File: src/rtl/uart_ldpc_rx_if.sv
// Serial input and decoded-result outputs of uart_ldpc_rx.
// The receiver is the slave side; whoever drives the line and consumes results is the master.
interface uart_ldpc_rx_if;
  logic       rx;
  logic [7:0] message;
  logic       rx_done;
  logic       corrected;
  logic       dec_fail;
  logic       frame_err;
  logic       busy;

  modport master (
    output rx,
    input  message, rx_done, corrected, dec_fail, frame_err, busy
  );

  modport slave (
    input  rx,
    output message, rx_done, corrected, dec_fail, frame_err, busy
  );
endinterface

File: src/rtl/uart_ldpc_rx.sv
// 8N1 UART receiver for two-byte (message, parity) LDPC codewords with a bit-flip decoder.
// The decoder finishes long before the next stop bit, so reception never stalls.
module uart_ldpc_rx #(
  parameter int CLKS_PER_BIT = 868,
  parameter int MAX_ITER     = 4
) (
  input logic           clk,
  input logic           rst,
  uart_ldpc_rx_if.slave bus
);
  localparam int CNT_W  = $clog2(CLKS_PER_BIT);
  localparam int ITER_W = $clog2(MAX_ITER + 1);
  localparam logic [CNT_W-1:0]  HALF_M1  = CNT_W'(CLKS_PER_BIT / 2 - 1);
  localparam logic [CNT_W-1:0]  FULL_M1  = CNT_W'(CLKS_PER_BIT - 1);
  localparam logic [ITER_W-1:0] ITER_MAX = ITER_W'(MAX_ITER);

  typedef enum logic [1:0] {S_IDLE, S_START, S_DATA, S_STOP} uart_state_e;
  typedef enum logic       {D_IDLE, D_RUN} dec_state_e;

  logic              rx_meta_q, rx_sync_q;
  uart_state_e       state_q, state_d;
  logic [CNT_W-1:0]  cnt_q, cnt_d;
  logic [2:0]        bit_q, bit_d;
  logic [7:0]        shift_q, shift_d;
  logic [7:0]        b0_q, b0_d;
  logic              have_b0_q, have_b0_d;

  dec_state_e        dec_q, dec_d;
  logic [15:0]       cw_q, cw_d;
  logic [ITER_W-1:0] iter_q, iter_d;
  logic              corr_run_q, corr_run_d;

  logic [7:0]        message_q, message_d;
  logic              corrected_q, corrected_d;
  logic              dec_fail_q, dec_fail_d;
  logic              rx_done_q, rx_done_d;
  logic              frame_err_q, frame_err_d;

  logic [7:0]        syn;
  logic [7:0]        flip_m;
  logic [1:0]        ucnt;

  // Message bit i sits in checks i, i-1 and i-3; two or more failing checks mark it suspect.
  always_comb begin
    syn    = '0;
    flip_m = '0;
    ucnt   = '0;
    for (int j = 0; j < 8; j++) begin
      syn[j] = cw_q[j] ^ cw_q[(j + 1) % 8] ^ cw_q[(j + 3) % 8] ^ cw_q[8 + j];
    end
    for (int i = 0; i < 8; i++) begin
      ucnt      = {1'b0, syn[i]} + {1'b0, syn[(i + 7) % 8]} + {1'b0, syn[(i + 5) % 8]};
      flip_m[i] = ucnt[1];
    end
  end

  always_comb begin
    state_d     = state_q;
    cnt_d       = cnt_q;
    bit_d       = bit_q;
    shift_d     = shift_q;
    b0_d        = b0_q;
    have_b0_d   = have_b0_q;
    dec_d       = dec_q;
    cw_d        = cw_q;
    iter_d      = iter_q;
    corr_run_d  = corr_run_q;
    message_d   = message_q;
    corrected_d = corrected_q;
    dec_fail_d  = dec_fail_q;
    rx_done_d   = 1'b0;
    frame_err_d = 1'b0;

    if (dec_q == D_RUN) begin
      if (syn == 8'h00 || iter_q == ITER_MAX) begin
        rx_done_d   = 1'b1;
        message_d   = cw_q[7:0];
        corrected_d = corr_run_q;
        dec_fail_d  = (syn != 8'h00);
        dec_d       = D_IDLE;
      end else begin
        if (flip_m != 8'h00) cw_d[7:0]  = cw_q[7:0] ^ flip_m;
        else                 cw_d[15:8] = cw_q[15:8] ^ syn;
        corr_run_d = 1'b1;
        iter_d     = iter_q + ITER_W'(1);
      end
    end

    case (state_q)
      S_IDLE: begin
        if (!rx_sync_q) begin
          state_d = S_START;
          cnt_d   = HALF_M1;
        end
      end
      S_START: begin
        if (cnt_q == '0) begin
          if (rx_sync_q) begin
            state_d = S_IDLE;
          end else begin
            state_d = S_DATA;
            cnt_d   = FULL_M1;
            bit_d   = 3'd0;
          end
        end else begin
          cnt_d = cnt_q - CNT_W'(1);
        end
      end
      S_DATA: begin
        if (cnt_q == '0) begin
          shift_d = {rx_sync_q, shift_q[7:1]};
          cnt_d   = FULL_M1;
          if (bit_q == 3'd7) state_d = S_STOP;
          else               bit_d   = bit_q + 3'd1;
        end else begin
          cnt_d = cnt_q - CNT_W'(1);
        end
      end
      S_STOP: begin
        if (cnt_q == '0) begin
          state_d = S_IDLE;
          if (!rx_sync_q) begin
            frame_err_d = 1'b1;
            have_b0_d   = 1'b0;
          end else if (have_b0_q) begin
            // Parity byte complete: hand the codeword to the decoder.
            cw_d       = {shift_q, b0_q};
            have_b0_d  = 1'b0;
            dec_d      = D_RUN;
            iter_d     = '0;
            corr_run_d = 1'b0;
          end else begin
            b0_d      = shift_q;
            have_b0_d = 1'b1;
          end
        end else begin
          cnt_d = cnt_q - CNT_W'(1);
        end
      end
      default: state_d = S_IDLE;
    endcase
  end

  always_ff @(posedge clk) begin
    if (rst) begin
      rx_meta_q   <= 1'b1;
      rx_sync_q   <= 1'b1;
      state_q     <= S_IDLE;
      cnt_q       <= '0;
      bit_q       <= '0;
      shift_q     <= '0;
      b0_q        <= '0;
      have_b0_q   <= 1'b0;
      dec_q       <= D_IDLE;
      cw_q        <= '0;
      iter_q      <= '0;
      corr_run_q  <= 1'b0;
      message_q   <= '0;
      corrected_q <= 1'b0;
      dec_fail_q  <= 1'b0;
      rx_done_q   <= 1'b0;
      frame_err_q <= 1'b0;
    end else begin
      rx_meta_q   <= bus.rx;
      rx_sync_q   <= rx_meta_q;
      state_q     <= state_d;
      cnt_q       <= cnt_d;
      bit_q       <= bit_d;
      shift_q     <= shift_d;
      b0_q        <= b0_d;
      have_b0_q   <= have_b0_d;
      dec_q       <= dec_d;
      cw_q        <= cw_d;
      iter_q      <= iter_d;
      corr_run_q  <= corr_run_d;
      message_q   <= message_d;
      corrected_q <= corrected_d;
      dec_fail_q  <= dec_fail_d;
      rx_done_q   <= rx_done_d;
      frame_err_q <= frame_err_d;
    end
  end

  assign bus.message   = message_q;
  assign bus.corrected = corrected_q;
  assign bus.dec_fail  = dec_fail_q;
  assign bus.rx_done   = rx_done_q;
  assign bus.frame_err = frame_err_q;
  assign bus.busy      = (state_q != S_IDLE) || have_b0_q || (dec_q == D_RUN) || rx_done_q;
endmodule

File: src/flat_wrapper.sv
// flat-port wrapper written by rule: the top's interface ports become plain ports
module uart_ldpc_rx_flat 
#(
  parameter int CLKS_PER_BIT = 868,
  parameter int MAX_ITER     = 4
)
  (clk, rst, bus_rx, bus_message, bus_rx_done, bus_corrected, bus_dec_fail, bus_frame_err, bus_busy);
  uart_ldpc_rx_if bus_i ();
  input logic clk;
  input logic rst;
  input wire logic [$bits(bus_i.rx)-1:0] bus_rx;
  output wire logic [$bits(bus_i.message)-1:0] bus_message;
  output wire logic [$bits(bus_i.rx_done)-1:0] bus_rx_done;
  output wire logic [$bits(bus_i.corrected)-1:0] bus_corrected;
  output wire logic [$bits(bus_i.dec_fail)-1:0] bus_dec_fail;
  output wire logic [$bits(bus_i.frame_err)-1:0] bus_frame_err;
  output wire logic [$bits(bus_i.busy)-1:0] bus_busy;
  assign bus_i.rx = bus_rx;
  assign bus_message = bus_i.message;
  assign bus_rx_done = bus_i.rx_done;
  assign bus_corrected = bus_i.corrected;
  assign bus_dec_fail = bus_i.dec_fail;
  assign bus_frame_err = bus_i.frame_err;
  assign bus_busy = bus_i.busy;
  uart_ldpc_rx #(.CLKS_PER_BIT(CLKS_PER_BIT), .MAX_ITER(MAX_ITER)) u_core (.clk(clk), .rst(rst), .bus(bus_i));
endmodule
File: config.mk
export PLATFORM = sky130hd
export DESIGN_NAME = uart_ldpc_rx_flat
export DESIGN_NICKNAME = d
export VERILOG_FILES = /design/src/rtl/uart_ldpc_rx_if.sv /design/src/rtl/uart_ldpc_rx.sv /design/src/flat_wrapper.sv
export SDC_FILE = /design/constraint.sdc
export NUM_CORES = 1
export LEC_CHECK = 0
export ABC_AREA = 1
export CAP_MARGIN = 20
export CORE_MARGIN = 4
export CORE_UTILIZATION = 35
export CTS_BUF_LIST = sky130_fd_sc_hd__clkbuf_4 sky130_fd_sc_hd__clkbuf_8
export DETAILED_ROUTE_END_ITERATION = 16
export PLACE_DENSITY_LB_ADDON = 0.2
export SETUP_SLACK_MARGIN = 0.5
export SKIP_CTS_REPAIR_TIMING = 1
export SLEW_MARGIN = 20
export SYNTH_ARGS = -nofsm -noshare
export SYNTH_HDL_FRONTEND = slang
export SYNTH_SLANG_ARGS = --single-unit
File: constraint.sdc
create_clock -name clk -period 1.9 [get_ports clk]
set_input_delay 0.285 -clock clk [delete_from_list [all_inputs] [get_ports clk]]
set_output_delay 0.285 -clock clk [all_outputs]
set_load 0.1 [all_outputs]
== After elaboration in Yosys (flattened, before gate mapping) ==
Cells that the tools add are included.

* Register bits: 67
* Input port bits: 3
* Output and inout port bits: 13
* Word-level logic and storage cells: 148

* $add $sub $neg: 19
* Eq/ne operators: 14
* Muxes and demuxes: 48
* Bitwise gates (word level): 30
* Reduce and logical (&&, ||, !) cells: 20

{| class="wikitable"
|+ Operators with widths
! kind !! count
|-
| $mux 16 || 6
|-
| $mux 10 || 5
|-
| $pmux 10 s4 || 1
|-
| $mux 3 || 10
|-
| $xor 1x1->1 || 24
|-
| $add 1x1->2 || 8
|-
| $add 2x1->2 || 8
|-
| $mux 1 || 16
|-
| $mux 8 || 2
|-
| $reduce_bool 8->1 || 2
|-
| $xor 8x8->8 || 2
|-
| $mux 2 || 6
|-
| $logic_not 10->1 || 1
|-
| $reduce_and 5->1 || 2
|-
| $sub 10x1->10 const B || 1
|-
| $logic_not 8->1 || 1
|-
| $ne 2x1->1 const B || 4
|-
| $ne 2x2->1 const B || 4
|-
| $pmux 2 s4 || 1
|-
| $add 3x1->3 const B || 2
|-
| $eq 3x3->1 const B || 2
|-
| $pmux 3 s2 || 1
|-
| $reduce_and 2->1 || 3
|-
| $eq 2x2->1 const B || 2
|-
| 10 further kinds || 17
|}

== Depth between registers and ports, before layout ==
Gate-level depths: netlist of run 1.

* Depth in word-level cells: 13
* Mapped depth: 19
* Depth with buffers taken out: 17

== Worst setup path after synthesis of run 1 ==
No wires, ideal clock.

* Path type: register to output
* From: reg u_core.rx_done_q (netlist: u_core.bus.rx_done)
* To: out bus_busy
* Data arrival time: 1.802 ns
* Setup slack: -0.187 ns
* Cell stages (with the launch flop): 3
* Path buffers: 0
* Cells stage by stage: dfxtp_1 > nor2_1 > nand3b_1

* Cells in the longest elaborated chain, start to end: 1

{| class="wikitable"
|+ RTL lines
! item !! RTL line !! RTL
|-
| start, declared || uart_ldpc_rx.sv:36 || <nowiki>logic rx_done_q, rx_done_d;</nowiki>
|-
| start signal, assigned || uart_ldpc_rx.sv:179 || <nowiki>rx_done_q <= rx_done_d;</nowiki>
|-
| $logic_or 1x1->1 || uart_ldpc_rx.sv:189 || <nowiki>assign bus.busy = (state_q != S_IDLE) || have_b0_q || (dec_q == D_RUN) || rx_done_q;</nowiki>
|-
| end, declared || flat_wrapper.sv:17 || <nowiki>output wire logic [$bits(bus_i.busy)-1:0] bus_busy;</nowiki>
|}

Every way passes these cells.

== Final worst setup path of run 1 ==
* From: reg u_core.cw_q[3]
* To: reg u_core.cw_q[11]

* Cells in the longest elaborated chain, start to end: 13

{| class="wikitable"
|+ RTL lines
! item !! RTL line !! RTL
|-
| start, declared || uart_ldpc_rx.sv:29 || <nowiki>logic [15:0] cw_q, cw_d;</nowiki>
|-
| start signal, assigned || uart_ldpc_rx.sv:173 || <nowiki>cw_q <= cw_d;</nowiki>
|-
| $xor 1x1->1 (3 in series) || uart_ldpc_rx.sv:49 || <nowiki>syn[j] = cw_q[j] ^ cw_q[(j + 1) % 8] ^ cw_q[(j + 3) % 8] ^ cw_q[8 + j];</nowiki>
|-
| $add 1x1->2 || uart_ldpc_rx.sv:52 || <nowiki>ucnt = {1'b0, syn[i]} + {1'b0, syn[(i + 7) % 8]} + {1'b0, syn[(i + 5) % 8]};</nowiki>
|-
| $add 2x1->2 || uart_ldpc_rx.sv:52 ||
|-
| $reduce_bool 8->1 || uart_ldpc_rx.sv:82 || <nowiki>if (flip_m != 8'h00) cw_d[7:0] = cw_q[7:0] ^ flip_m;</nowiki>
|-
| $mux 8 || uart_ldpc_rx.sv:82 ||
|-
| $mux 16 * || uart_ldpc_rx.sv:75 || <nowiki>if (syn == 8'h00 || iter_q == ITER_MAX) begin</nowiki>
|-
| $mux 16 * || uart_ldpc_rx.sv:74 || <nowiki>if (dec_q == D_RUN) begin</nowiki>
|-
| $mux 16 || uart_ldpc_rx.sv:125 || <nowiki>end else if (have_b0_q) begin</nowiki>
|-
| $mux 16 || uart_ldpc_rx.sv:122 || <nowiki>if (!rx_sync_q) begin</nowiki>
|-
| $mux 16 || uart_ldpc_rx.sv:120 || <nowiki>if (cnt_q == '0) begin</nowiki>
|-
| $mux 16 * || uart_ldpc_rx.sv:89 || <nowiki>case (state_q)</nowiki>
|}

Every way passes the cells marked *; elsewhere a longest branch is shown, timed or not.
A chain may end at the register's enable or synchronous reset.

==> flow_metrics.env, run 1 <==
export IMPL_netlist_top_cell_by_area="sky130_fd_sc_hd__dfxtp_1"
export IMPL_share_clk_of_total_power=0.329
export IMPL_drv_cap=0
export IMPL_power_switching_mw=1.203
export IMPL_post_route_standard_cell_area_excluding_fillers_sq_mm=0.005832
export IMPL_fin_ws_ns=-0.2599
export IMPL_max_slew_worst_pin_slew_ns=0.3870
export IMPL_r2r_start="u_core.cw_q[3]$_SDFF_PP0_"
export IMPL_drtAntennaViolNets=0
export IMPL_drt_pass1_iter_count=5
export IMPL_crit_path_end_kind="flop"
export IMPL_leakagePower_nw=2.641
export IMPL_place_port_buffers=15
export IMPL_required_ns=2.19
export IMPL_post_synth_top_cells="sky130_fd_sc_hd__nand2_1, sky130_fd_sc_hd__dfxtp_1, sky130_fd_sc_hd__inv_1"
export IMPL_i_o_pin_count=16
export IMPL_gpl_final_weighted_congestion=0.8933
export IMPL_drt_iter0_drc=201
export IMPL_antenna_found_initial=0
export IMPL_start_kind="flop"
export IMPL_start_util=0.3623
export IMPL_r2r_cells=18
export IMPL_ys_seq_area_frac=0.3554
export IMPL_min_path_type="flop to flop"
export IMPL_synth_enable_flop_cells=0
export IMPL_netlist_top_cells_area="sky130_fd_sc_hd__dfxtp_1, sky130_fd_sc_hd__nand2_1, sky130_fd_sc_hd__nand3_1"
export IMPL_post_synth_top_count_cell="sky130_fd_sc_hd__nand2_1"
export IMPL_dp_cells=769
export IMPL_grt_setup_unrepaired="yes"
export IMPL_final_instance_count_excl_fill=819
export IMPL_antenna_cells_inserted=0
export IMPL_totalWireLength_microns=11930
export IMPL_path_class="flop to flop"
export IMPL_gr_total_overflow=0
export IMPL_seqPwrFrac=0.394
export IMPL_min_from="u_core.rx_meta_q$_SDFF_PP1_"
export IMPL_critical_path_slowest_cell="sky130_fd_sc_hd__dfxtp_4"
export IMPL_flow_area_growth_from_synthesis_pct=54.54
export IMPL_share_comb_of_total_power=0.277
export IMPL_worstPathBufferInverterCount=4
export IMPL_synth_top_area_frac=0.3554
export IMPL_cts_sinks=67
export IMPL_detailed_place_hpwl_microns=8062
export IMPL_path_clk_slew_ns=0.08
export IMPL_final_max_slew_viol_count=0
export IMPL_yosys_most_used_dff="sky130_fd_sc_hd__dfxtp_1"
export IMPL_fp_dieArea_sq_mm=0.01251
export IMPL_postSynth_asyncResetShare=0
export IMPL_finalPower_mw=3.760
export IMPL_cts_tree="built"
export IMPL_worstReg2RegEnd="u_core.cw_q[11]$_SDFF_PP0_"
export IMPL_worstPathCellList="inv_8, nand2_4, nand3_4, nand2_2, buf_6, buf_6, nand2_2, nand2_2, nand2_4, nor2_4, nand2_2, nand3_4, nor2_4, clkbuf_16, nand3_2, nand2_1, nor2_1, nor2_1"
export IMPL_slew_headroom=0.7417
export IMPL_finalClockSkew_ns=0.01450
export IMPL_placed_cell_area_sq_mm=0.004741
export IMPL_grt_max_degree=35
export IMPL_grt_total_usage=0.1717
export IMPL_avgRoutedWirePerCell_microns=14.57
export IMPL_finalCriticalPeriod_ns=2.160
export IMPL_status="complete, but fails checks"
export IMPL_grt_pass1_vias=3617
export IMPL_cpLargestDelayFamily="simple AND/OR/NAND/NOR gates"
export IMPL_sw_frac_of_total=0.3199
export IMPL_dp_worst_setup_slack_ns=-0.3698
export IMPL_postSynthRegisterBits=67
export IMPL_clock_path_buffers=2
export IMPL_cts_root_buffer_cell="sky130_fd_sc_hd__clkbuf_8"
export IMPL_synthesis_area_per_instance_sq_um=6.597
export IMPL_via_per_inst=4.998
export IMPL_setup_slack_on_the_worst_flop_to_flop_path_ns=-0.26
export IMPL_post_synthesis_instance_area_sq_mm=0.003774
export IMPL_finish_utilization=0.5599
export IMPL_critical_path_max_stage_delay_ns=0.40
export IMPL_hold_path_cell_count=1
export IMPL_failed_checks="negative setup slack"
export IMPL_drc=0
export IMPL_cts_htree_levels=3
export IMPL_netlist_cell_type_count=38
export IMPL_vdd_drop_max_v=0.0004870
export IMPL_chipHeight_microns=111.8
export IMPL_post_synthesis_cells=572
export IMPL_final_hold_violation_count=0
export IMPL_power_density_mw_per_mm2=644.7
export IMPL_finalNetCount=694
export IMPL_dieWidth_microns=111.8
export IMPL_cell_internal_pwr_mw=2.557
export IMPL_filler_cell_count=954
export IMPL_grt_first_pass_wirelength_microns=17270
export IMPL_clk_insertion_delay_late_ns=0.36
export IMPL_mappedNetlistNets=587
export IMPL_timing_critical_path_arrival_ns=2.45
export IMPL_cts_buffers=9
export IMPL_cell_row_count=37
export IMPL_vias=4093
export IMPL_report_final_setup_viol=30
export IMPL_destination_of_the_worst_hold_path="u_core.rx_sync_q$_SDFF_PP1_"
export IMPL_cp_common_cell="sky130_fd_sc_hd__nand2_2"
export IMPL_core_sq_mm=0.01042
export IMPL_ys_warnings=0
export IMPL_post_route_cells_drive_above_1_share=0.4451
export IMPL_clock_fmax_mhz=463.0
export IMPL_crit_fanout=8
export IMPL_final_period_utilization=1.137
==> sequential cells by signal (all words and copies together), names as in the netlist, 3 cells and up, named ones only <==
signal,cells
u_core.b0_q,8
u_core.bit_q,3
u_core.cnt_q,10
u_core.cw_q,16
u_core.iter_q,3
u_core.bus.message,8
u_core.shift_q,8
==> area by class of cell <==
type,count,area [sq um],area share
inverters,70,320.3,0.05492
multi-input cells,416,2685,0.4604
flip-flops and latches,67,1384,0.2373
clock inverters,4,51.30,0.008796
well taps,136,170.2,0.02918
clock buffers,11,145.1,0.02489
repair buffers,115,1076,0.1845
==> stage by stage <==
| stage | setup TNS, ns | hold WS, ns |
|---|---|---|
| 6_report | -4.735 | 0.4236 |
| 5_1_grt | -9.764 | 0.4448 |
| 4_1_cts | -7.102 | 0.4260 |
| 3_5_place_dp | -6.246 | 0.4027 |
| 3_3_place_gp | -5.705 | 0.3928 |
| 2_1_floorplan | -0.4507 | 0.3888 |
==> layer usage <==
layer	track usage	routed length, microns	vias up
met4	0.07299	282	0
met3	0.02989	427	22
met1	0.2031	5068	1892
met2	0.3042	6155	89
li1	-	-	2090
met5	0	0	-
==> kinds of logic (layout without fill, tap and decap cells) <==
kind of cell / count (synthesis) / after routing / share of synthesized area
flops: 67 / 67 / 0.3554
xor+xnor: 7 / 7 / 0.01625
compound gates: 119 / 119 / 0.1718
buf+inv: 90 / 200 / 0.09880
fa+ha+maj: 12 / 12 / 0.03979
simple gates: 277 / 278 / 0.3180
==> power by group through the flow <==
stage	combinational, mW	sequential [mW]	clock (mW)
after floorplan	0.512	1.51	0
after global placement	0.674	1.51	0
after detailed placement	0.684	1.51	0
after CTS	0.688	1.48	1.25
after global routing	1.12	1.49	1.31
final	1.04	1.48	1.24
==> cells in the final DEF, fill, tap and decap left out, types with 3 or more instances in the layout <==
cell                        instances
sky130_fd_sc_hd__a21oi_1           19
sky130_fd_sc_hd__a21oi_2           24
sky130_fd_sc_hd__a221oi_2           3
sky130_fd_sc_hd__a31oi_1            6
sky130_fd_sc_hd__buf_12             7
sky130_fd_sc_hd__buf_4             87
sky130_fd_sc_hd__buf_6             14
sky130_fd_sc_hd__clkbuf_16          3
sky130_fd_sc_hd__clkbuf_8          10
sky130_fd_sc_hd__dfxtp_1           53
sky130_fd_sc_hd__dfxtp_2            4
sky130_fd_sc_hd__dfxtp_4           10
sky130_fd_sc_hd__ha_1               7
sky130_fd_sc_hd__ha_4               5
sky130_fd_sc_hd__inv_1             46
sky130_fd_sc_hd__inv_2              9
sky130_fd_sc_hd__inv_4              8
sky130_fd_sc_hd__inv_6              3
sky130_fd_sc_hd__inv_8              3
sky130_fd_sc_hd__nand2_1          117
sky130_fd_sc_hd__nand2_2           44
sky130_fd_sc_hd__nand2_4            8
sky130_fd_sc_hd__nand3_1           30
sky130_fd_sc_hd__nand3_2           15
sky130_fd_sc_hd__nand3_4            5
sky130_fd_sc_hd__nor2_1            34
sky130_fd_sc_hd__nor2_2             4
sky130_fd_sc_hd__nor2_4             6
sky130_fd_sc_hd__nor3_1             4
sky130_fd_sc_hd__nor3_2             3
sky130_fd_sc_hd__o21ai_0           15
sky130_fd_sc_hd__o21ai_1           32
sky130_fd_sc_hd__o21ai_2            9
sky130_fd_sc_hd__o21ai_4            3
sky130_fd_sc_hd__xor2_1             6
==> worst max path at each step <==
stage | from | endpoint | slack, ns | cells past startpoint
5_1_grt | u_core.cw_q[3]$_SDFF_PP0_ | u_core.cw_q[15]$_SDFF_PP0_ | -0.42 | 18
4_1_cts | u_core.cw_q[4]$_SDFF_PP0_ | u_core.cw_q[9]$_SDFF_PP0_ | -0.40 | 17
3_3_place_gp | u_core.cw_q[4]$_SDFF_PP0_ | u_core.cw_q[14]$_SDFF_PP0_ | -0.36 | 16
6_report | u_core.cw_q[3]$_SDFF_PP0_ | u_core.cw_q[11]$_SDFF_PP0_ | -0.26 | 18
3_5_place_dp | u_core.cw_q[4]$_SDFF_PP0_ | u_core.cw_q[9]$_SDFF_PP0_ | -0.37 | 15
2_1_floorplan | u_core.cw_q[2]$_SDFF_PP0_ | u_core.cw_q[8]$_SDFF_PP0_ | -0.06 | 17
No activity file was read; power rests on OpenSTA's default activity.
==> run 2: changes to the inputs <==
- CTS_BUF_LIST: sky130_fd_sc_hd__clkbuf_4 sky130_fd_sc_hd__clkbuf_8 -> sky130_fd_sc_hd__clkbuf_2
- CTS_CLUSTER_SIZE: default -> 24
- DONT_BUFFER_PORTS: default -> 1
==> flow_metrics.env, run 2 (same netlist as run 1, synthesis figures left out) <==
export IMPL_mostFrequentLayoutCell="sky130_fd_sc_hd__nand2_1"
export IMPL_cts_tree="built"
export IMPL_drv_cap=0
export IMPL_clk_insertion_delay_late_ns=0.50
export IMPL_place_port_buffers=0
export IMPL_i_o_pin_count=16
export IMPL_leakagePower_nw=2.649
export IMPL_via_per_inst=5.007
export IMPL_crit_fanout=8
export IMPL_layout_cells_most_common_list="sky130_fd_sc_hd__nand2_1, sky130_fd_sc_hd__buf_4, sky130_fd_sc_hd__nand2_2"
export IMPL_critical_path_slowest_cell="sky130_fd_sc_hd__dfxtp_4"
export IMPL_grt_pass1_vias=3505
export IMPL_clock_fmax_mhz=459.7
export IMPL_max_slew_worst_pin_slew_ns=0.9718
export IMPL_gpl_final_weighted_congestion=0.8188
export IMPL_dp_worst_setup_slack_ns=-0.3109
export IMPL_final_hold_violation_count=0
export IMPL_vdd_drop_max_v=0.0004552
export IMPL_cell_row_count=37
export IMPL_grt_setup_unrepaired="yes"
export IMPL_drtAntennaViolNets=0
export IMPL_power_switching_mw=1.061
export IMPL_vias=4101
export IMPL_path_class="flop to flop"
export IMPL_top_regs="u_core.cw_q: 16 flops, u_core.cnt_q: 10 flops"
export IMPL_cell_internal_pwr_mw=2.121
export IMPL_start_kind="flop"
export IMPL_dieWidth_microns=111.8
export IMPL_antenna_found_initial=0
export IMPL_critical_path_max_stage_delay_ns=0.43
export IMPL_path_clk_slew_ns=0.18
export IMPL_seqPwrFrac=0.465
export IMPL_gr_total_overflow=0
export IMPL_post_route_cells_drive_above_1_share=0.4788
export IMPL_min_path_type="input pin to flop"
export IMPL_share_comb_of_total_power=0.270
export IMPL_post_route_standard_cell_area_excluding_fillers_sq_mm=0.005943
export IMPL_grt_total_usage=0.1652
export IMPL_worstPathCellList="buf_6, nand2_2, nand2_1, nand2_1, nand2_2, nand2_2, nand2_2, ha_4, inv_2, o21ai_2, nor2_1, nand2_1, nor2_4, buf_12, nand3_2, nand2_1, nor2_2, nor2_1"
export IMPL_cts_htree_levels=3
export IMPL_fin_ws_ns=-0.2753
export IMPL_avgRoutedWirePerCell_microns=14.58
export IMPL_finalClockSkew_ns=0.02691
export IMPL_largest_register_ffs=16
export IMPL_filler_cell_count=933
export IMPL_detailed_place_hpwl_microns=7813
export IMPL_crit_path_end_kind="flop"
export IMPL_drt_pass1_iter_count=5
export IMPL_fin_setup_tns_ns=-3.380
export IMPL_worstReg2RegEnd="u_core.cw_q[15]$_SDFF_PP0_"
export IMPL_finalNetCount=693
export IMPL_grt_first_pass_wirelength_microns=16880
export IMPL_drc=0
export IMPL_hold_path_cell_count=3
export IMPL_failed_checks="negative setup slack"
export IMPL_cts_sinks=67
export IMPL_timing_critical_path_arrival_ns=2.61
export IMPL_power_density_mw_per_mm2=535.3
export IMPL_start_util=0.3623
export IMPL_setup_slack_on_the_worst_flop_to_flop_path_ns=-0.28
export IMPL_min_from="rst"
export IMPL_totalWireLength_microns=11940
export IMPL_share_clk_of_total_power=0.266
export IMPL_r2r_start="u_core.cw_q[3]$_SDFF_PP0_"
export IMPL_final_period_utilization=1.145
export IMPL_drt_iter0_drc=232
export IMPL_max_flop_register="u_core.cw_q"
export IMPL_fp_dieArea_sq_mm=0.01251
export IMPL_clock_path_buffers=2
export IMPL_chipHeight_microns=111.8
export IMPL_flow_area_growth_from_synthesis_pct=57.49
export IMPL_report_final_setup_viol=34
export IMPL_grt_max_degree=22
export IMPL_status="complete, but fails checks"
export IMPL_r2r_cells=18
export IMPL_finalCriticalPeriod_ns=2.175
export IMPL_core_sq_mm=0.01042
export IMPL_cts_buffers=9
export IMPL_final_max_slew_viol_count=0
export IMPL_cts_root_buffer_cell="sky130_fd_sc_hd__clkbuf_2"
export IMPL_placed_cell_area_sq_mm=0.004716
export IMPL_sw_frac_of_total=0.3334
export IMPL_destination_of_the_worst_hold_path="u_core.b0_q[4]$_SDFFE_PP0P_"
export IMPL_required_ns=2.34
export IMPL_slew_headroom=0.3500
export IMPL_antenna_cells_inserted=0
==> run 2: cell types whose count changed in the layout (fill, tap and decap cells not counted), sizes merged <==
cell	before	now
clkbuf	14	15
nand2	171	170
nand3	50	51
clkinvlp	1	0
dlygate4sd3	0	2
buf	110	108
clkdlybuf4s50	2	0
clkinv	3	5
==> run 2: worst max path at each step <==
stage | from | to | slack [ns] | depth (start not counted)
2_1_floorplan | u_core.cw_q[2]$_SDFF_PP0_ | u_core.cw_q[8]$_SDFF_PP0_ | -0.06 | 17
3_3_place_gp | u_core.cw_q[1]$_SDFF_PP0_ | u_core.cw_q[14]$_SDFF_PP0_ | -0.29 | 16
3_5_place_dp | u_core.cw_q[1]$_SDFF_PP0_ | u_core.cw_q[14]$_SDFF_PP0_ | -0.31 | 16
4_1_cts | u_core.cw_q[1]$_SDFF_PP0_ | u_core.cw_q[15]$_SDFF_PP0_ | -0.33 | 16
5_1_grt | u_core.cw_q[3]$_SDFF_PP0_ | u_core.cw_q[15]$_SDFF_PP0_ | -0.40 | 17
6_report | u_core.cw_q[3]$_SDFF_PP0_ | u_core.cw_q[15]$_SDFF_PP0_ | -0.28 | 18
==> run 2: final cells by class <==
| type | instances | area (sq um) | share of cell area |
|---|---|---|---|
| Multi-Input combinational cell | 416 | 2749 | 0.4625 |
| Sequential cell | 67 | 1396 | 0.2349 |
| Timing Repair Buffer | 114 | 1216 | 0.2046 |
| Inverter | 70 | 302.8 | 0.05095 |
| Tap cell | 136 | 170.2 | 0.02863 |
| Clock buffer | 11 | 55.05 | 0.009263 |
| Clock inverter | 5 | 53.80 | 0.009053 |
==> run 2: through the flow <==
stage	hold slack (ns)	power [mW]	utilization	instances
after floorplan	0.3888	2.019	-	572
after global placement	0.3540	2.130	0.4527	768
after detailed placement	0.3547	2.145	0.4527	768
after CTS	-0.2066	2.999	0.4632	784
after global routing	0.3029	3.367	0.5706	819
final	0.3360	3.181	0.5706	819
==> run 2: power groups by stage <==
| stage | Sequential, mW | Clock [mW] | Combinational [mW] |
|---|---|---|---|
| finish | 1.48 | 0.845 | 0.858 |
| global route | 1.49 | 0.939 | 0.941 |
| floorplan | 1.51 | 0 | 0.512 |
| global placement | 1.51 | 0 | 0.618 |
| CTS | 1.48 | 0.880 | 0.634 |
| detailed placement | 1.51 | 0 | 0.632 |
==> run 2: metal layers <==
metal	up-vias	wire length, microns	track usage
li1	2079	-	-
met1	1900	4942	0.2086
met2	100	6191	0.2886
met3	22	545	0.03424
met4	0	262	0.03812
met5	-	0	0
==> run 2: worst max-delay path: cells and delay by family, from the launching register on <==
kind            cells  cell delay [ns]
compound gates      1             0.05
fa+ha+maj           1             0.20
flops               1             0.43
simple gates       13             1.11
buf+inv             3             0.33
